$ cat config.mk
export PLATFORM = sky130hd
export DESIGN_NAME = lc3_pipe_ctrl
export DESIGN_NICKNAME = d
export VERILOG_FILES = /design/src/rtl/lc3_pkg.sv /design/src/rtl/lc3_mem_fsm.sv /design/src/rtl/lc3_pipe_ctrl.sv
export SDC_FILE = /design/constraint.sdc
export NUM_CORES = 1
export LEC_CHECK = 0
export ABC_AREA = 1
export BUFFER_PORTS_ARGS = -buffer_cell sky130_fd_sc_hd__buf_2
export CORE_AREA = 2 2 54 56
export CTS_CLUSTER_DIAMETER = 60
export DETAILED_ROUTE_END_ITERATION = 12
export DIE_AREA = 0 0 56 58
export GPL_TIMING_DRIVEN = 0
export PLACE_DENSITY = 0.81
export SYNTH_ARGS = -nofsm -noshare
export SYNTH_HDL_FRONTEND = slang
export SYNTH_SLANG_ARGS = --single-unit
$ cat constraint.sdc
create_clock -name clk -period 1.24 [get_ports clk]
set_clock_uncertainty 0.05 [all_clocks]
set_input_delay 0.124 -clock clk [delete_from_list [all_inputs] [get_ports clk]]
set_output_delay 0.124 -clock clk [all_outputs]
set_load 0.02 [all_outputs]
$ cat src/rtl/lc3_pkg.sv
// Shared LC3 control definitions: opcodes, memory-phase encodings and
// opcode-class helpers used by the pipeline controller.
package lc3_pkg;

  localparam logic [3:0] OP_BR  = 4'd0;
  localparam logic [3:0] OP_ADD = 4'd1;
  localparam logic [3:0] OP_LD  = 4'd2;
  localparam logic [3:0] OP_ST  = 4'd3;
  localparam logic [3:0] OP_AND = 4'd5;
  localparam logic [3:0] OP_LDR = 4'd6;
  localparam logic [3:0] OP_STR = 4'd7;
  localparam logic [3:0] OP_NOT = 4'd9;
  localparam logic [3:0] OP_LDI = 4'd10;
  localparam logic [3:0] OP_STI = 4'd11;
  localparam logic [3:0] OP_JMP = 4'd12;
  localparam logic [3:0] OP_LEA = 4'd14;

  typedef enum logic [1:0] {
    MEM_READ  = 2'd0,
    MEM_IND   = 2'd1,
    MEM_WRITE = 2'd2,
    MEM_IDLE  = 2'd3
  } mem_state_e;

  typedef enum logic {
    BR_IDLE = 1'b0,
    BR_HOLD = 1'b1
  } br_state_e;

  function automatic logic is_alu(input logic [3:0] op);
    return (op == OP_ADD) || (op == OP_AND) || (op == OP_NOT);
  endfunction

  function automatic logic is_load(input logic [3:0] op);
    return (op == OP_LD) || (op == OP_LDR) || (op == OP_LDI);
  endfunction

  function automatic logic is_store(input logic [3:0] op);
    return (op == OP_ST) || (op == OP_STR) || (op == OP_STI);
  endfunction

  function automatic logic is_ctrl(input logic [3:0] op);
    return (op == OP_BR) || (op == OP_JMP);
  endfunction

endpackage

$ cat src/rtl/lc3_mem_fsm.sv
// Data-memory access sequencer for loads and stores in execute.
//   state     | meaning
//   MEM_IDLE  | no access in flight, pipeline free to advance
//   MEM_IND   | reading the pointer for LDI/STI
//   MEM_READ  | data read for LD/LDR/LDI, completes writeback
//   MEM_WRITE | data write for ST/STR/STI
module lc3_mem_fsm (
  input  logic       clk,
  input  logic       rst,
  input  logic       enable_execute,
  input  logic       complete_data,
  input  logic [3:0] op_exec,
  output logic [1:0] mem_state,
  output logic       mem_stall,
  output logic       mem_wb
);
  import lc3_pkg::*;

  mem_state_e state;
  logic       ind_load;

  always_ff @(posedge clk or negedge rst) begin
    if (!rst) begin
      state    <= MEM_IDLE;
      ind_load <= 1'b0;
    end else begin
      case (state)
        MEM_IDLE: begin
          if (enable_execute && (is_load(op_exec) || is_store(op_exec))) begin
            ind_load <= is_load(op_exec);
            if (op_exec == OP_LDI || op_exec == OP_STI) state <= MEM_IND;
            else if (is_load(op_exec))                  state <= MEM_READ;
            else                                        state <= MEM_WRITE;
          end
        end
        MEM_IND: begin
          if (complete_data) state <= ind_load ? MEM_READ : MEM_WRITE;
        end
        MEM_READ, MEM_WRITE: begin
          if (complete_data) state <= MEM_IDLE;
        end
      endcase
    end
  end

  assign mem_state = state;
  assign mem_stall = (state != MEM_IDLE);
  // Only the final read beat carries data into writeback.
  assign mem_wb    = (state == MEM_IDLE) || ((state == MEM_READ) && complete_data);

endmodule

$ cat src/rtl/lc3_pipe_ctrl.sv
// LC3 pipeline controller: stage enables, branch fetch freeze and
// resolution, and ALU operand bypass selects for execute.
module lc3_pipe_ctrl #(
  parameter int BR_WAIT = 3
) (
  input  logic        clk,
  input  logic        rst,
  input  logic        complete_instr,
  input  logic        complete_data,
  input  logic [15:0] IMem_dout,
  input  logic [15:0] IR,
  input  logic [15:0] IR_Exec,
  input  logic [2:0]  psr,
  output logic        enable_fetch,
  output logic        enable_decode,
  output logic        enable_execute,
  output logic        enable_writeback,
  output logic        enable_updatePC,
  output logic        br_taken,
  output logic        bypass_alu_1,
  output logic        bypass_alu_2,
  output logic [1:0]  mem_state
);
  import lc3_pkg::*;

  localparam logic [1:0] BR_WAIT_C = 2'(BR_WAIT);

  logic        run;
  logic        mem_stall;
  logic        mem_wb;
  br_state_e   br_state;
  logic [1:0]  br_cnt;
  logic [15:0] br_ir;
  logic        resolve;
  logic [3:0]  op_ir;
  logic [3:0]  op_exec;
  logic        lint_unused;

  assign op_ir   = IR[15:12];
  assign op_exec = IR_Exec[15:12];

  // Outputs stay quiet until the first edge after reset release.
  always_ff @(posedge clk or negedge rst) begin
    if (!rst) run <= 1'b0;
    else      run <= 1'b1;
  end

  lc3_mem_fsm u_mem_fsm (
    .clk            (clk),
    .rst            (rst),
    .enable_execute (enable_execute),
    .complete_data  (complete_data),
    .op_exec        (op_exec),
    .mem_state      (mem_state),
    .mem_stall      (mem_stall),
    .mem_wb         (mem_wb)
  );

  assign enable_execute   = run & ~mem_stall;
  assign enable_writeback = run & mem_wb;
  assign enable_decode    = run & ~mem_stall & complete_instr;
  assign enable_fetch     = enable_decode & (br_state == BR_IDLE);
  assign resolve          = enable_decode & (br_state == BR_HOLD) & (br_cnt == BR_WAIT_C);
  assign enable_updatePC  = enable_fetch | resolve;
  assign br_taken         = resolve & ((br_ir[15:12] == OP_JMP) | (|(br_ir[11:9] & psr)));

  always_ff @(posedge clk or negedge rst) begin
    if (!rst) begin
      br_state <= BR_IDLE;
      br_cnt   <= 2'd0;
      br_ir    <= 16'h0000;
    end else begin
      case (br_state)
        BR_IDLE: begin
          if (enable_fetch && is_ctrl(IMem_dout[15:12])) begin
            br_state <= BR_HOLD;
            br_cnt   <= 2'd1;
            br_ir    <= IMem_dout;
          end
        end
        BR_HOLD: begin
          if (resolve) begin
            br_state <= BR_IDLE;
            br_cnt   <= 2'd0;
          end else if (run && !mem_stall && br_cnt != BR_WAIT_C) begin
            br_cnt <= br_cnt + 2'd1;
          end
        end
      endcase
    end
  end

  assign bypass_alu_1 = run & is_alu(op_exec) & (IR_Exec[11:9] == IR[8:6]) &
                        (is_alu(op_ir) | (op_ir == OP_LDR) | (op_ir == OP_STR) |
                         (op_ir == OP_JMP));
  assign bypass_alu_2 = run & is_alu(op_exec) & (IR_Exec[11:9] == IR[2:0]) &
                        ((op_ir == OP_ADD) | (op_ir == OP_AND)) & ~IR[5];

  assign lint_unused = ^{IR[11:9], IR[4:3], IR_Exec[8:0], br_ir[8:0]};

endmodule

==> results.md <==
- Critical path launch point type: flop
- Top-Level Pins: 65
- Core footprint: 2660 µm²
- P_leak: 0.789 nW
- CTS max path bufs: 2
- Syn. warnings: 0
- First-pass GRT wire length: 3.84 mm
- Die Ht: 58 µm
- Antenna Violating Nets Remaining: 0
- Port bufs: 41
- Worst Path Arrival: 1480 ps
- Post-synth cell types: 26
- CTS Sinks: 14
- Critical path class: reg2out
- Row count: 19
- Drc violations: 0
- Final wirelength: 2.29 mm
- Vias per Instance: 4.60
- Post-Syn Area per Cell: 7.18 µm²
- RSZ-0062 raised after global routing: yes
- Via total after detailed routing: 1008
- Post-Syn Area: 912 µm²
- HP Class: in2reg
- Fin cells: 219
- CTS tree: done
- Setup WS post-layout: -414 ps
- CP max stage cell: dfstp_2
- Period utilization: 133%
- Seq/Total Area, Yosys: 38.7%
- Overall Global Routing Usage: 14.8%
- GRT overflow: 0
- H-tree depth: 1
- Most common cell after layout, fill and taps aside: nand2_1
- Initial antenna violation count: 0
- Clock Tree Root: clkbuf_4
- Dpl hpwl: 1.60 mm
- Most frequent cells in the layout: nand2_1 (38), buf_2 (31), inv_1 (19), buf_4 (14), dfrtp_1 (12)
- Largest net degree at the start of global routing: 15
- Antenna Cells: 0
- Number of global-route vias before repair: 958
- Synth Net Count: 183
- Net count reported at finish: 245
- Smallest hold slack: 75.1 ps
- Placer congestion estimate: 0.757
- Final setup viols: 23
- WL per Instance: 10.4 µm
- Post-Synthesis Cells: 127
- Pwr Density: 1650 nW/µm²
- Min Tclk post-route: 1650 ps
- Area Overhead vs Synth: 61.7%
- Cell Chain, Critical Path: buf_4 -> nand4_4 -> nor2_4 -> buf_6
- Max incr delay on CP: 570 ps
- Failing checks: setup timing
- Final Max Tran Viols: 0
- Worst skew pair latency: 280 ps
- Crit. End Element: output port
- Fin Setup TNS: -5090 ps
- Register clock-pin slew on the reported worst setup and hold paths: 90 ps
- Final Hold Vio Count: 0
- Status: finished, violations left
- Die Wd: 56 µm
- VDD IR-drop max: 1100 µV
- Starting density of the core: 34.3%
- Dpl cells: 199
- Die area: 3250 µm²
- CTS Buf Count: 3
- Synthesis-stage register bit count: 14
- CP Data Required Time: 1070 ps
- DR iter-0 viols: 27
- Crit path max fanout: 5
- Fraction of layout cells with a size suffix above 1: 43.1%
- Post-layout util: 55.4%
- DRT Pass-1 Iters: 4
- Maximum Capacitance Violations: 0
- F_max: 605 MHz
## worst paths after layout
| kind | startpoint | endpoint | slack [ps] | cells after the start |
|---|---|---|---|---|
| worst max-delay path | u_mem_fsm.mem_state[0]$_DFFE_PN1P_ | enable_fetch | -410 | 4 |
| worst min-delay path | IMem_dout[15] | br_ir[14]$_DFFE_PN0P_ | 80 | 3 |
| worst max register to register | u_mem_fsm.mem_state[0]$_DFFE_PN1P_ | br_cnt[1]$_DFFE_PN0P_ | -270 | 7 |
| worst min register to register | br_cnt[1]$_DFFE_PN0P_ | br_cnt[1]$_DFFE_PN0P_ | 440 | 2 |
| max in group asynchronous | rst | u_mem_fsm.mem_state[0]$_DFFE_PN1P_ | 660 | 2 |
| min in group asynchronous | rst | br_ir[10]$_DFFE_PN0P_ | 200 | 2 |
## synthesized netlist by cell type (all sizes together)
cell type | count | area [µm²]
a21oi | 2 | 10.0
a22o | 1 | 8.76
a41oi | 1 | 8.76
buf | 1 | 11.3
clkinv | 1 | 5.00
conb | 1 | 3.75
dfrtp | 12 | 300
dfstp | 2 | 52.6
ha | 1 | 12.5
inv | 20 | 75.1
nand2 | 43 | 174
nand3 | 10 | 65.1
nand4 | 2 | 18.8
nor2 | 14 | 67.6
nor3 | 1 | 5.00
o21ai | 9 | 45.0
o21bai | 1 | 7.51
o22ai | 1 | 6.26
xnor2 | 2 | 17.5
xor2 | 2 | 17.5
## critical path: cells and delay by family (launching register included)
kind,cells,cell delay [ps]
flops,1,570
buf+inv,2,260
simple gates,2,360
## layer usage
metal  wire length (µm)  GRT usage (%)  vias to the layer above  part of all wire [%]
met1                944           17.8                      452                    41
li1                   -              -                      518                     -
met4                 42           7.48                        0                   1.8
met5                  0              0                        -                     0
met2               1160           25.7                       34                    51
met3                142           2.46                        4                   6.2
## state kept, by name (all words and copies together) (netlist names)
name,cells
u_mem_fsm.mem_state,2
br_state,1
br_cnt,2
br_ir,7
u_mem_fsm.ind_load,1
run,1
## per-stage QoR
stage / instance area (µm²) / setup WS, ps / total power (W)
after floorplan: 952 / -268 / 0.00150
after global placement: 1200 / -253 / 0.00171
after detailed placement: 1200 / -262 / 0.00174
after CTS: 1400 / -403 / 0.00234
after global routing: 1480 / -461 / 0.00261
final: 1480 / -414 / 0.00243
## cells by family after synthesis
group,synth area share (%)
other,0.411
AOI/OAI and AO/OA,9.47
adders and majority gates,1.37
DFF,38.7
xor gates and xnor gates,3.84
buffers and inverters,10.0
and+or+nand+nor,36.2
## area by class of cell
type	instances	area, µm²
fill	234	1190
clock buffer	4	36.3
multi-input combinational	91	562
buffer	1	11.3
tap	31	38.8
inverter	21	83.8
timing repair buffer	57	390
sequential	14	353
## report_power, final
part | internal (W) | switching [W] | leakage, nW
clock network | 0.000179 | 0.000160 | 0.0210
logic | 0.000600 | 0.000676 | 0.598
registers | 0.000687 | 0.000129 | 0.171
## what timing repair did
action | in CTS | in global routing
setup buffers | 8 | 5
hold endpoints to repair | 17 | 0
resized for setup | 18 | 13
pin swaps | 5 | 6
hold buffers | 4 | 0
cloned | 0 | 0
endpoints found under the setup margin | 22 | 23
Power figures use the tool's default switching activity.
